==> src/rtl/stack_ctl.sv <==
// Stack sequencing/monitoring controller between the J1 core and one stack2 instance.
// Passes core ops through in RUN; a debug host can halt and run peek/pop/push/clear.
module stack_ctl #(
  parameter int DEPTH = 16,
  parameter int HIWAT = 14
) (
  input  logic        clk,
  input  logic        reset,
  input  logic        cpu_we,
  input  logic [1:0]  cpu_delta,
  input  logic [15:0] cpu_wd,
  output logic        cpu_stall,
  output logic        stk_we,
  output logic [1:0]  stk_delta,
  output logic [15:0] stk_wd,
  input  logic [15:0] stk_rd,
  input  logic        dbg_hold,
  input  logic        dbg_strobe,
  input  logic [1:0]  dbg_op,
  input  logic [15:0] dbg_wd,
  output logic        dbg_ack,
  output logic [15:0] dbg_rd,
  output logic [$clog2(DEPTH+2)-1:0] depth,
  output logic        overflow,
  output logic        underflow,
  output logic        hi_water,
  output logic [1:0]  fsm_state
);

  localparam int DW = $clog2(DEPTH+2);
  localparam logic [DW-1:0] FULL = DW'(DEPTH + 1);

  localparam logic [1:0] OP_PEEK  = 2'b00;
  localparam logic [1:0] OP_POP   = 2'b01;
  localparam logic [1:0] OP_PUSH  = 2'b10;
  localparam logic [1:0] OP_CLEAR = 2'b11;

  typedef enum logic [1:0] {
    S_RUN  = 2'b00,
    S_HALT = 2'b01,
    S_OP   = 2'b10,
    S_ACK  = 2'b11
  } state_t;

  state_t      state, state_nx;
  logic [1:0]  op_q;
  logic [15:0] wd_q;
  logic        eff_push, eff_pop;

  // Debug handshake: dbg_strobe is a one-cycle request taken only in HALT;
  // dbg_ack is a one-cycle completion pulse two cycles later, with dbg_rd valid from then on.
  always_comb begin
    state_nx  = state;
    stk_we    = 1'b0;
    stk_delta = 2'b00;
    stk_wd    = wd_q;
    case (state)
      S_RUN: begin
        stk_we    = cpu_we;
        stk_delta = cpu_delta;
        stk_wd    = cpu_wd;
        if (dbg_hold) state_nx = S_HALT;
      end
      S_HALT: begin
        if (dbg_strobe)     state_nx = S_OP;
        else if (!dbg_hold) state_nx = S_RUN;
      end
      S_OP: begin
        if (op_q == OP_POP) begin
          stk_delta = 2'b11;
        end else if (op_q == OP_PUSH) begin
          stk_we    = 1'b1;
          stk_delta = 2'b01;
        end
        state_nx = S_ACK;
      end
      S_ACK: state_nx = dbg_hold ? S_HALT : S_RUN;
      default: state_nx = S_RUN;
    endcase
    // Reset must not let a pass-through or debug op reach the stack.
    if (reset) begin
      stk_we    = 1'b0;
      stk_delta = 2'b00;
    end
  end

  assign eff_push = stk_we & stk_delta[0] & ~stk_delta[1];
  assign eff_pop  = stk_delta[0] & stk_delta[1];

  always_ff @(posedge clk) begin
    if (reset) begin
      state     <= S_RUN;
      op_q      <= 2'b00;
      wd_q      <= 16'h0000;
      dbg_rd    <= 16'h0000;
      depth     <= '0;
      overflow  <= 1'b0;
      underflow <= 1'b0;
    end else begin
      state <= state_nx;
      if (state == S_HALT && dbg_strobe) begin
        op_q <= dbg_op;
        wd_q <= dbg_wd;
      end
      if (state == S_OP && (op_q == OP_PEEK || op_q == OP_POP))
        dbg_rd <= stk_rd;
      if (state == S_OP && op_q == OP_CLEAR) begin
        depth     <= '0;
        overflow  <= 1'b0;
        underflow <= 1'b0;
      end else if (eff_push) begin
        // Full stack still takes the push; the bottom entry is lost.
        if (depth == FULL) overflow <= 1'b1;
        else               depth    <= depth + 1'b1;
      end else if (eff_pop) begin
        if (depth == '0) underflow <= 1'b1;
        else             depth     <= depth - 1'b1;
      end
    end
  end

  assign cpu_stall = (state != S_RUN);
  assign dbg_ack   = (state == S_ACK);
  assign hi_water  = (depth >= DW'(HIWAT));
  assign fsm_state = state;

endmodule

==> config.mk <==
export PLATFORM = sky130hd
export DESIGN_NAME = stack_ctl
export DESIGN_NICKNAME = d
export VERILOG_FILES = /design/src/rtl/stack_ctl.sv
export SDC_FILE = /design/constraint.sdc
export NUM_CORES = 1
export LEC_CHECK = 0
export CAP_MARGIN = 5
export CORE_ASPECT_RATIO = 0.6
export CORE_MARGIN = 1
export CORE_UTILIZATION = 29
export CTS_CLUSTER_DIAMETER = 80
export DETAILED_ROUTE_END_ITERATION = 7
export PLACE_DENSITY = 0.61
export SYNTH_ARGS = -nofsm -noshare
export SYNTH_HDL_FRONTEND = slang
export SYNTH_SLANG_ARGS = --single-unit
==> constraint.sdc <==
create_clock -name clk -period 2.95 [get_ports clk]
set_clock_uncertainty 0.2 [all_clocks]
set_input_delay 0.7375 -clock clk [delete_from_list [all_inputs] [get_ports clk]]
set_output_delay 0.7375 -clock clk [all_outputs]
set_load 0.02 [all_outputs]
==> results.ini <==
[global_routing]
antenna_found_initial=0
grt_pass1_wl_um=9470
grt_pass1_vias=1948
overflow=0
track_usage_pct=16.4
grt_max_degree=39

[clock_tree]
cts_tree=yes
cts.reportedPaths.clkPinSlew_ns=0.06
clock_path_buffers=2
root_buffer=clkbuf_16
clkLatencyLatePin_ns=0.28
cts_buffers=5
cts-htree-levels=2
cts_sinks=43

[die]
ios=104
coreArea_um2=6760
row_count=23
start_util_pct=30.4
die-area_um2=7450
fp.dieW_um=111
die_y_um=67.3

[sta]
fin_crit_ns=2.93
tightest_slew_ns=1.16
timing.final.crit_share_pct=99.3
finalMaxSlewViolations=0
slew_headroom_pct=22.0
finalHoldViolations=0
setup_viol=0
fmax_mhz=341
rsz0062_at_grt=true

[yosys]
synth_mux_area_share_pct=10.2
ys_types=35
synthSimpleGateAreaFrac_pct=21.9
synth_top_flop_cell=dfxtp_1
syn_area_um2=2060
synthCells=244
avgSynthCellArea_um2=8.44
seq_area_frac_synth_pct=41.8
syn_nets=309
synthAdderAreaFrac_pct=5.23
yosys_warnings=0
ys_ff_latch=43
synth_top_family_by_area=simple AND/OR/NAND/NOR gates
yosys.area_share.xor_xnor_pct=2.07
synth_compound_area_share_pct=15.3
synth_enable_flop_cells=0
async_flop_share_pct=0

[place]
dp_hpwl_um=4520
globalplace.congestion=0.848
post_dp_cell_area_um2=3280
numPortBuffers=103

[worst_setup_path]
worstPathMaxFanout=3
cp.required_ns=2.95
arrival_ns=2.93
rrSetupSlack_ns=0.25
critPathCaptureType=flop
crit_type=primary input to flop
start_kind=primary input

[pwr]
intPower_mw=1.32
p_leak_nw=1.30
switching_share_pct=24.7
power_switching_mw=0.432
pwr-share-clk_pct=40.8
power.density_nw_per_um2=502
vdd_drop_max_mv=0.221
p_seq_share_pct=35.9
comb_power_share_pct=23.3

[drt]
drt-initial-drc-count=72
detail-route-antenna-nets=0
drc_errors=0
wl_per_cell_um=13.3
firstDrtPassIters=4
vias=2052
via_per_inst=4.57
totalWireLength_um=5970

[cells_and_area]
layout-drive-gt1-share_pct=14.4
antenna_cells=0
area_delta_synth_final_pct=69.1
postLayoutCoreUtil_pct=51.5
final_common_cell=clkdlybuf4s50_1
final_cell_mix=clkdlybuf4s50_1, nand2_1, dfxtp_1
nets=426
final_area_um2=3480

[min_path]
hold_class=flop to flop

[run]
cap_viol_max_count=0

[status]
status=finished, final reports clean

[per-layer routing]
| metal | wire length [µm] | GRT usage, % | vias to the layer above |
|---|---|---|---|
| met4 | 23 | 3.50 | 0 |
| li1 | - | - | 1058 |
| met5 | 0 | 0 | - |
| met2 | 2380 | 23.8 | 68 |
| met3 | 513 | 7.45 | 2 |
| met1 | 3050 | 22.2 | 924 |
[worst paths after layout]
path                     startpoint  cells past startpoint                      to
max                    cpu_delta[1]                      9   depth[2]$_SDFFE_PP0P_
min          dbg_rd[7]$_SDFFE_PP0P_                      2  dbg_rd[7]$_SDFFE_PP0P_
max reg2reg    op_q[1]$_SDFFE_PP0P_                     10   depth[2]$_SDFFE_PP0P_
min reg2reg  dbg_rd[7]$_SDFFE_PP0P_                      2  dbg_rd[7]$_SDFFE_PP0P_
[synthesized netlist by cell type, types with 2 or more instances]
master	number	area, µm²
a211o_1	2	17.5
a21o_1	3	22.5
a21oi_1	38	190
buf_2	3	15.0
clkbuf_1	6	22.5
dfxtp_1	43	861
ha_1	7	87.6
inv_1	5	18.8
mux2_2	16	180
mux2i_1	3	30.0
nand2_1	72	270
nand2b_1	2	12.5
nand3_1	3	15.0
nand3b_1	2	15.0
nor2_1	13	48.8
nor3_1	5	25.0
xnor2_1	3	26.3
[sequential cells by signal, indices dropped and copies added, names as in the netlist, named ones only]
signal     flops
underflow      1
depth          5
dbg_rd        16
wd_q          16
overflow       1
op_q           2
fsm_state      1
[repair_timing]
action / 4_1_cts / 5_1_grt
gates resized for setup: 7 / 1
gates cloned: 0 / 0
buffers inserted: 0 / 1
setup endpoints to repair: 6 / 14
hold buffers: 0 / 0
pin swaps: 7 / 6
[power groups by stage]
| stage | registers (mW) | logic (mW) | clock network [mW] |
|---|---|---|---|
| 3_5_place_dp | 0.639 | 0.404 | 0 |
| 6_report | 0.627 | 0.407 | 0.713 |
| 5_1_grt | 0.630 | 0.436 | 0.758 |
| 3_3_place_gp | 0.639 | 0.402 | 0 |
| 4_1_cts | 0.626 | 0.407 | 0.730 |
| 2_1_floorplan | 0.651 | 0.184 | 0 |
[worst max-delay path, cell delays in order]
cell           delay [ns]
dlygate4sd2_1        0.24
or3b_1               0.38
a2111o_1             0.43
fa_2                 0.36
buf_4                0.14
buf_4                0.12
xnor2_1              0.12
a211o_1              0.29
nor3_1               0.12
[area by class of cell]
type                            count  area [µm²]
Fill cell                         648        3280
Sequential cell                    43         862
Tap cell                           87         109
Clock inverter                      3        67.6
Inverter                            5        18.8
Clock buffer                        5         125
Timing Repair Buffer              121        1160
Multi-Input combinational cell    185        1140
[cells by family after synthesis]
kind of cell,after synthesis
xor gates and xnor gates,4
muxes,19
adders and majority gates,8
DFF,43
AOI/OAI and AO/OA,51
and+or+nand+nor,103
buffers and inverters,16
[stage by stage]
stage	std cells	hold WS, ns	TNS [ns]	total power [mW]	setup WS [ns]
6_report	449	0.252	0	1.75	0.0194
5_1_grt	449	0.277	-0.0269	1.82	-0.0269
4_1_cts	448	0.255	-0.0661	1.76	-0.0661
3_5_place_dp	440	0.247	-1.65	1.04	-0.476
3_3_place_gp	440	0.241	-1.43	1.04	-0.403
2_1_floorplan	244	0.234	0	0.835	0.00985
No activity file was read; power rests on OpenSTA's default activity.
